**config.mk**
```make
export PLATFORM = sky130hd
export DESIGN_NAME = mem_resp_tracker
export DESIGN_NICKNAME = d
export VERILOG_FILES = /design/src/rtl/mem_resp_tracker.sv
export SDC_FILE = /design/constraint.sdc
export NUM_CORES = 1
export LEC_CHECK = 0
export BUFFER_PORTS_ARGS = -buffer_cell sky130_fd_sc_hd__buf_2
export CAP_MARGIN = 20
export CORE_ASPECT_RATIO = 0.6
export CORE_UTILIZATION = 40
export CTS_CLUSTER_SIZE = 40
export DETAILED_ROUTE_END_ITERATION = 10
export SLEW_MARGIN = 20
export SYNTH_ARGS = -nofsm -noshare
export SYNTH_HDL_FRONTEND = slang
export SYNTH_SLANG_ARGS = --single-unit
export TNS_END_PERCENT = 5
```
**constraint.sdc**
```tcl
create_clock -name clk -period 12.8 [get_ports clk]
set_input_delay 1.28 -clock clk [delete_from_list [all_inputs] [get_ports clk]]
set_output_delay 1.28 -clock clk [all_outputs]
set_load 0.1 [all_outputs]
```
**src/rtl/mem_resp_tracker.sv**
```systemverilog
// rtl/mem_resp_tracker.sv - in-order memory response tracker between EXE and WB
// Optional feature: MEM_TRK_PERF_EN enables the head-load wait-cycle counter.
module mem_resp_tracker #(
  parameter int DEPTH = 4,
  parameter int CNT_W = $clog2(DEPTH) + 1
) (
  input  logic             clk,
  input  logic             resetn,
  input  logic             flush,
  input  logic             in_valid,
  output logic             in_allowin,
  input  logic             in_is_ld,
  input  logic             in_is_st,
  input  logic [2:0]       in_ld_type,
  input  logic             in_gr_we,
  input  logic [4:0]       in_dest,
  input  logic [31:0]      in_alu_result,
  input  logic [31:0]      in_pc,
  input  logic             data_ok,
  input  logic [31:0]      rdata,
  output logic             out_valid,
  input  logic             out_allowin,
  output logic             out_gr_we,
  output logic [4:0]       out_dest,
  output logic [31:0]      out_result,
  output logic [31:0]      out_pc,
  input  logic [4:0]       q_rj,
  input  logic [4:0]       q_rk,
  output logic             q_rj_hit,
  output logic             q_rk_hit,
  output logic             q_rj_stall,
  output logic             q_rk_stall,
  output logic [31:0]      q_rj_data,
  output logic [31:0]      q_rk_data,
  output logic [CNT_W-1:0] occupancy,
  output logic [31:0]      perf_ld_wait
);

  localparam int PTR_W = $clog2(DEPTH);

  logic [DEPTH-1:0] vld_q, wait_q, isld_q, we_q;
  logic [2:0]       type_q [DEPTH];
  logic [4:0]       dest_q [DEPTH];
  logic [31:0]      res_q  [DEPTH];
  logic [31:0]      pc_q   [DEPTH];

  logic [PTR_W-1:0] head_q, head_d, tail_q, tail_d, rsp_idx;
  logic [CNT_W-1:0] cnt_q, cnt_d, drop_q, drop_d, nwait;
  logic [CNT_W:0]   drop_sum;
  logic             full, enq, deq, rsp_found, rsp_apply;

  function automatic logic [31:0] ld_ext(input logic [2:0] t, input logic [1:0] a,
                                         input logic [31:0] d);
    logic [7:0]  b;
    logic [15:0] h;
    b = d[{a, 3'b000} +: 8];
    h = a[1] ? d[31:16] : d[15:0];
    case (t)
      3'd1:    ld_ext = {{24{b[7]}}, b};
      3'd2:    ld_ext = {24'd0, b};
      3'd3:    ld_ext = {{16{h[15]}}, h};
      3'd4:    ld_ext = {16'd0, h};
      default: ld_ext = d;
    endcase
  endfunction

  assign full       = (cnt_q == CNT_W'(DEPTH));
  assign out_valid  = vld_q[head_q] && !wait_q[head_q];
  assign deq        = out_valid && out_allowin && !flush;
  assign in_allowin = !flush && (!full || (out_valid && out_allowin));
  assign enq        = in_valid && in_allowin;
  assign occupancy  = cnt_q;

  assign out_gr_we  = out_valid && we_q[head_q];
  assign out_dest   = out_valid ? dest_q[head_q] : 5'd0;
  assign out_result = out_valid ? res_q[head_q]  : 32'd0;
  assign out_pc     = out_valid ? pc_q[head_q]   : 32'd0;

  // Entries are contiguous from head, so the first WAIT seen scanning from head is the oldest.
  always_comb begin
    logic [PTR_W-1:0] idx;
    idx       = '0;
    rsp_found = 1'b0;
    rsp_idx   = '0;
    nwait     = '0;
    for (int i = 0; i < DEPTH; i++) begin
      idx = head_q + PTR_W'(i);
      if (vld_q[idx] && wait_q[idx]) begin
        nwait = nwait + CNT_W'(1);
        if (!rsp_found) begin
          rsp_found = 1'b1;
          rsp_idx   = idx;
        end
      end
    end
  end

  assign rsp_apply = data_ok && !flush && (drop_q == '0) && rsp_found;

  // Later (younger) matches override earlier ones.
  always_comb begin
    logic [PTR_W-1:0] idx;
    idx        = '0;
    q_rj_hit   = 1'b0;
    q_rj_stall = 1'b0;
    q_rj_data  = 32'd0;
    q_rk_hit   = 1'b0;
    q_rk_stall = 1'b0;
    q_rk_data  = 32'd0;
    for (int i = 0; i < DEPTH; i++) begin
      idx = head_q + PTR_W'(i);
      if (vld_q[idx] && we_q[idx] && q_rj != 5'd0 && dest_q[idx] == q_rj) begin
        q_rj_hit   = 1'b1;
        q_rj_stall = wait_q[idx] && isld_q[idx];
        q_rj_data  = wait_q[idx] ? 32'd0 : res_q[idx];
      end
      if (vld_q[idx] && we_q[idx] && q_rk != 5'd0 && dest_q[idx] == q_rk) begin
        q_rk_hit   = 1'b1;
        q_rk_stall = wait_q[idx] && isld_q[idx];
        q_rk_data  = wait_q[idx] ? 32'd0 : res_q[idx];
      end
    end
  end

  always_comb begin
    head_d   = flush ? '0 : head_q + PTR_W'(deq);
    tail_d   = flush ? '0 : tail_q + PTR_W'(enq);
    cnt_d    = flush ? '0 : cnt_q + CNT_W'(enq) - CNT_W'(deq);
    drop_sum = {1'b0, drop_q} + {1'b0, nwait};
    drop_d   = drop_q;
    // Responses still owed to killed requests must be swallowed before any new entry completes.
    if (flush) begin
      if (data_ok) drop_sum = (drop_sum == '0) ? '0 : drop_sum - 1'b1;
      drop_d = drop_sum[CNT_W] ? '1 : drop_sum[CNT_W-1:0];
    end else if (data_ok && drop_q != '0) begin
      drop_d = drop_q - CNT_W'(1);
    end
  end

  always_ff @(posedge clk or negedge resetn) begin
    if (!resetn) begin
      head_q <= '0;
      tail_q <= '0;
      cnt_q  <= '0;
      drop_q <= '0;
    end else begin
      head_q <= head_d;
      tail_q <= tail_d;
      cnt_q  <= cnt_d;
      drop_q <= drop_d;
    end
  end

  always_ff @(posedge clk or negedge resetn) begin
    if (!resetn) begin
      vld_q  <= '0;
      wait_q <= '0;
      isld_q <= '0;
      we_q   <= '0;
      for (int i = 0; i < DEPTH; i++) begin
        type_q[i] <= 3'd0;
        dest_q[i] <= 5'd0;
        res_q[i]  <= 32'd0;
        pc_q[i]   <= 32'd0;
      end
    end else if (flush) begin
      vld_q <= '0;
    end else begin
      // A waiting load holds its effective address in res_q until the data arrives.
      if (rsp_apply) begin
        wait_q[rsp_idx] <= 1'b0;
        if (isld_q[rsp_idx])
          res_q[rsp_idx] <= ld_ext(type_q[rsp_idx], res_q[rsp_idx][1:0], rdata);
      end
      if (deq) vld_q[head_q] <= 1'b0;
      if (enq) begin
        vld_q[tail_q]  <= 1'b1;
        wait_q[tail_q] <= in_is_ld || in_is_st;
        isld_q[tail_q] <= in_is_ld;
        we_q[tail_q]   <= in_gr_we;
        type_q[tail_q] <= in_ld_type;
        dest_q[tail_q] <= in_dest;
        res_q[tail_q]  <= in_alu_result;
        pc_q[tail_q]   <= in_pc;
      end
    end
  end

`ifdef MEM_TRK_PERF_EN
  logic [31:0] perf_q;
  always_ff @(posedge clk or negedge resetn) begin
    if (!resetn)
      perf_q <= 32'd0;
    else if (vld_q[head_q] && wait_q[head_q] && isld_q[head_q])
      perf_q <= perf_q + 32'd1;
  end
  assign perf_ld_wait = perf_q;
`else
  assign perf_ld_wait = 32'd0;
`endif

endmodule

```
==> summary.md <==
| Metric | Value |
|---|---|
| Layout cell share with drive strength beyond 1 | 0.212 |
| Slew margin rel. | 0.184 |
| Ranking of synthesized cells by area | dfrtp_1, nand2_1, mux4_2 |
| FF-to-FF Start | head_q[1] |
| IO buf count | 265 |
| Ys flop type | dfrtp_1 |
| # IOs | 298 |
| Cell area after synthesis | 22600 sq um |
| Row count | 67 |
| Clk root buf | clkbuf_16 |
| Ys Warns | 0 |
| Routed via count | 21796 |
| Post-cts gate resize count | 0 |
| CP Capture Type | primary output |
| Mapped Avg Cell Area | 8.68 sq um |
| Hold Path End | pc_q[48] |
| Pwr Total | 5.63 mW |
| Kind of critical path | flop to primary output |
| Endpoints failing hold | 0 |
| Clk buf depth | 3 |
| RSZ-0062 raised after global routing | no |
| Syn Inst Count | 2604 |
| LEAKAGE | 11.4 nW |
| Hold path cells | 2 |
| R2R Setup Slk | 5.12 ns |
| Period utilization | 0.658 |
| Run status | completed |
| Slew Limit Fails | 0 |
| Final RePlAce weighted congestion | 0.999 |
| Async SR Flop Fraction | 1.00 |
| Post-synth EDFFs | 0 |
| Max Cap Viol | 0 |
| Layout net count | 2861 |
| RR Endpoint | res_q[54] |
| Detailed Route Iter0 Violations | 3051 |
| Hold Crit Start | pc_q[48] |
| Synth Register Bits | 314 |
| Postcts setup bufs | 0 |
| H-tree depth | 2 |
| TritonCTS clock tree | done |
| Critical path startpoint category | flop |
| WP data required | 11.52 ns |
| Worst Max-Slew Pin Slew | 1.22 ns |
| Vias in the first global route | 20094 |
| Sum Neg Setup Slack | 0 ns |
| Power per cell area | 222 nW/um^2 |
| Worst EP arrival | 7.14 ns |
| Hpwl dp | 65100 um |
| DIE HEIGHT | 186 um |
| Largest net degree at the start of global routing | 146 |
| WL per Instance | 26.1 um |
| Hold Crit Class | flop to flop |
| Initial antenna violation count | 9 |
| GRT overflow | 0 |
| Routed vias/inst | 6.22 |
| Residual DRC | 0 |
| Die extent in x | 309 um |
| CTS clk-pin slew, worst paths | 0.06 ns |
| Synth area leader | dfrtp_1 |
| Post-route ant nets | 0 |
| # clock sinks | 314 |
| Final core area utilization | 0.454 |
| Detailed Route WL | 91500 um |
| Setup Skew | 0.0234 ns |
| Clk_lat worst skew | 0.54 ns |
| First drt pass iteration count | 6 |
| Register area share after synthesis | 0.348 |
| Hold Buf Count CTS | 0 |
| Crit Path Max Fanout | 75 |
| First-pass GRT wire length | 133000 um |
| Core Region | 55800 sq um |
| Minimum clock period after layout | 8.42 ns |
| DIE AREA | 57500 sq um |
| Post-synth top area share | 0.348 |
| Fmax | 0.119 GHz |
| VDD IR max | 0.101 mV |
| Yosys cell types | 83 |
| Inserted Clock Buffers | 35 |
| Area Overhead vs Synth | 12.3% |
| Initial Util | 0.405 |
| GRT Overall Usage | 0.312 |
| Worst r2r path cells | 15 |
| Setup Viol. Count Final | 0 |
layer usage:
metal  up-vias  GRT usage  routed length [um]  share of wire
met5         -     0.0158                 141         0.0015
met4         4     0.0568                1400          0.015
met3       128      0.164               15200           0.17
met2      1371      0.394               34300           0.38
met1     10804      0.461               40400           0.44
li1       9489          -                   -              -
cells by family (layout without fill, tap and decap cells):
| family | after synthesis | after routing | synth area share |
|---|---|---|---|
| xor gates and xnor gates | 54 | 54 | 0.0213 |
| buffers and inverters | 281 | 385 | 0.0544 |
| and+or+nand+nor | 1086 | 1086 | 0.203 |
| adders and majority gates | 19 | 19 | 0.0112 |
| muxes | 278 | 278 | 0.173 |
| DFF | 314 | 314 | 0.348 |
| AOI/OAI and AO/OA | 571 | 571 | 0.189 |
| other | 1 | 40 | 0.000166 |
worst max-delay path: stages, from the launching register on:
cell     delay, ns
dfrtp_4       1.07
inv_2         0.04
buf_4         0.42
ha_4          0.70
buf_4         0.66
mux4_2        0.64
xnor2_1       0.16
nand4_1       0.14
nor3_2        0.06
buf_4         0.23
or4b_2        1.03
o21ai_0       0.26
o21ai_0       0.09
o21ai_0       0.46
buf_2         0.53
power by group:
group / internal (mW) / switching [mW]
Combinational: 0.891 / 2.02
Sequential: 1.34 / 0.389
Clock: 0.568 / 0.418
synth_stat cells (all sizes together), types with 15 or more instances:
master / n
xnor2: 35
a21o: 39
and2: 44
clkbuf: 149
a211oi: 61
mux2i: 96
buf: 94
a221o: 33
nor2b: 32
a21oi: 53
dfrtp: 314
nand3: 48
inv: 38
o211ai: 63
a221oi: 60
xor2: 19
nand2: 659
ha: 17
o221ai: 32
o32ai: 17
mux4: 80
mux2: 102
o22ai: 17
nor2: 240
nand3b: 15
o21ai: 139
layout make-up:
type	count	area, sq um
Multi-Input combinational cell	2040	13800
Timing Repair Buffer	290	1540
Inverter	38	143
Tap cell	759	950
Clock inverter	7	67.6
Antenna cell	8	20.0
Clock buffer	50	1010
Sequential cell	314	7870
Fill cell	5376	30500
cell usage in the layout, fill, tap and decap left out, drive strengths merged, types with 33 or more instances in the layout:
cell and count:
nand2 659, dfrtp 314, buf 289, nor2 240, o21ai 139, mux2 102
mux2i 96, mux4 80, o211ai 63, a211oi 61, a221oi 60, a21oi 53
clkbuf 51, nand3 48, and2 44, inv 40, a21o 39, xnor2 35
a221o 33
stage by stage:
step	area, sq um	hold WS [ns]	instances	setup WS (ns)
floorplan	22700	0.439	2635	4.83
global placement	24200	0.452	3439	5.15
detailed placement	24300	0.457	3440	5.07
CTS	25300	0.471	3497	4.50
global route	25400	0.481	3503	4.08
finish	25400	0.467	3506	4.38
sequential cells by signal (all words and copies together), names as in the netlist, 3 cells and up:
name	cells
isld_q	4
res_q	128
vld_q	4
pc_q	128
type_q	12
drop_q	3
dest_q	20
wait_q	4
we_q	4
occupancy	3
worst max path at each step:
stage	cells past startpoint	end	from
2_1_floorplan	18	q_rj_data[2]	head_q[1]
3_3_place_gp	14	q_rk_stall	head_q[1]
3_5_place_dp	14	q_rj_data[2]	head_q[1]
4_1_cts	14	q_rj_data[2]	head_q[1]
5_1_grt	13	q_rk_stall	head_q[0]
6_report	14	q_rj_data[2]	head_q[1]
Power figures use the tool's default switching activity.
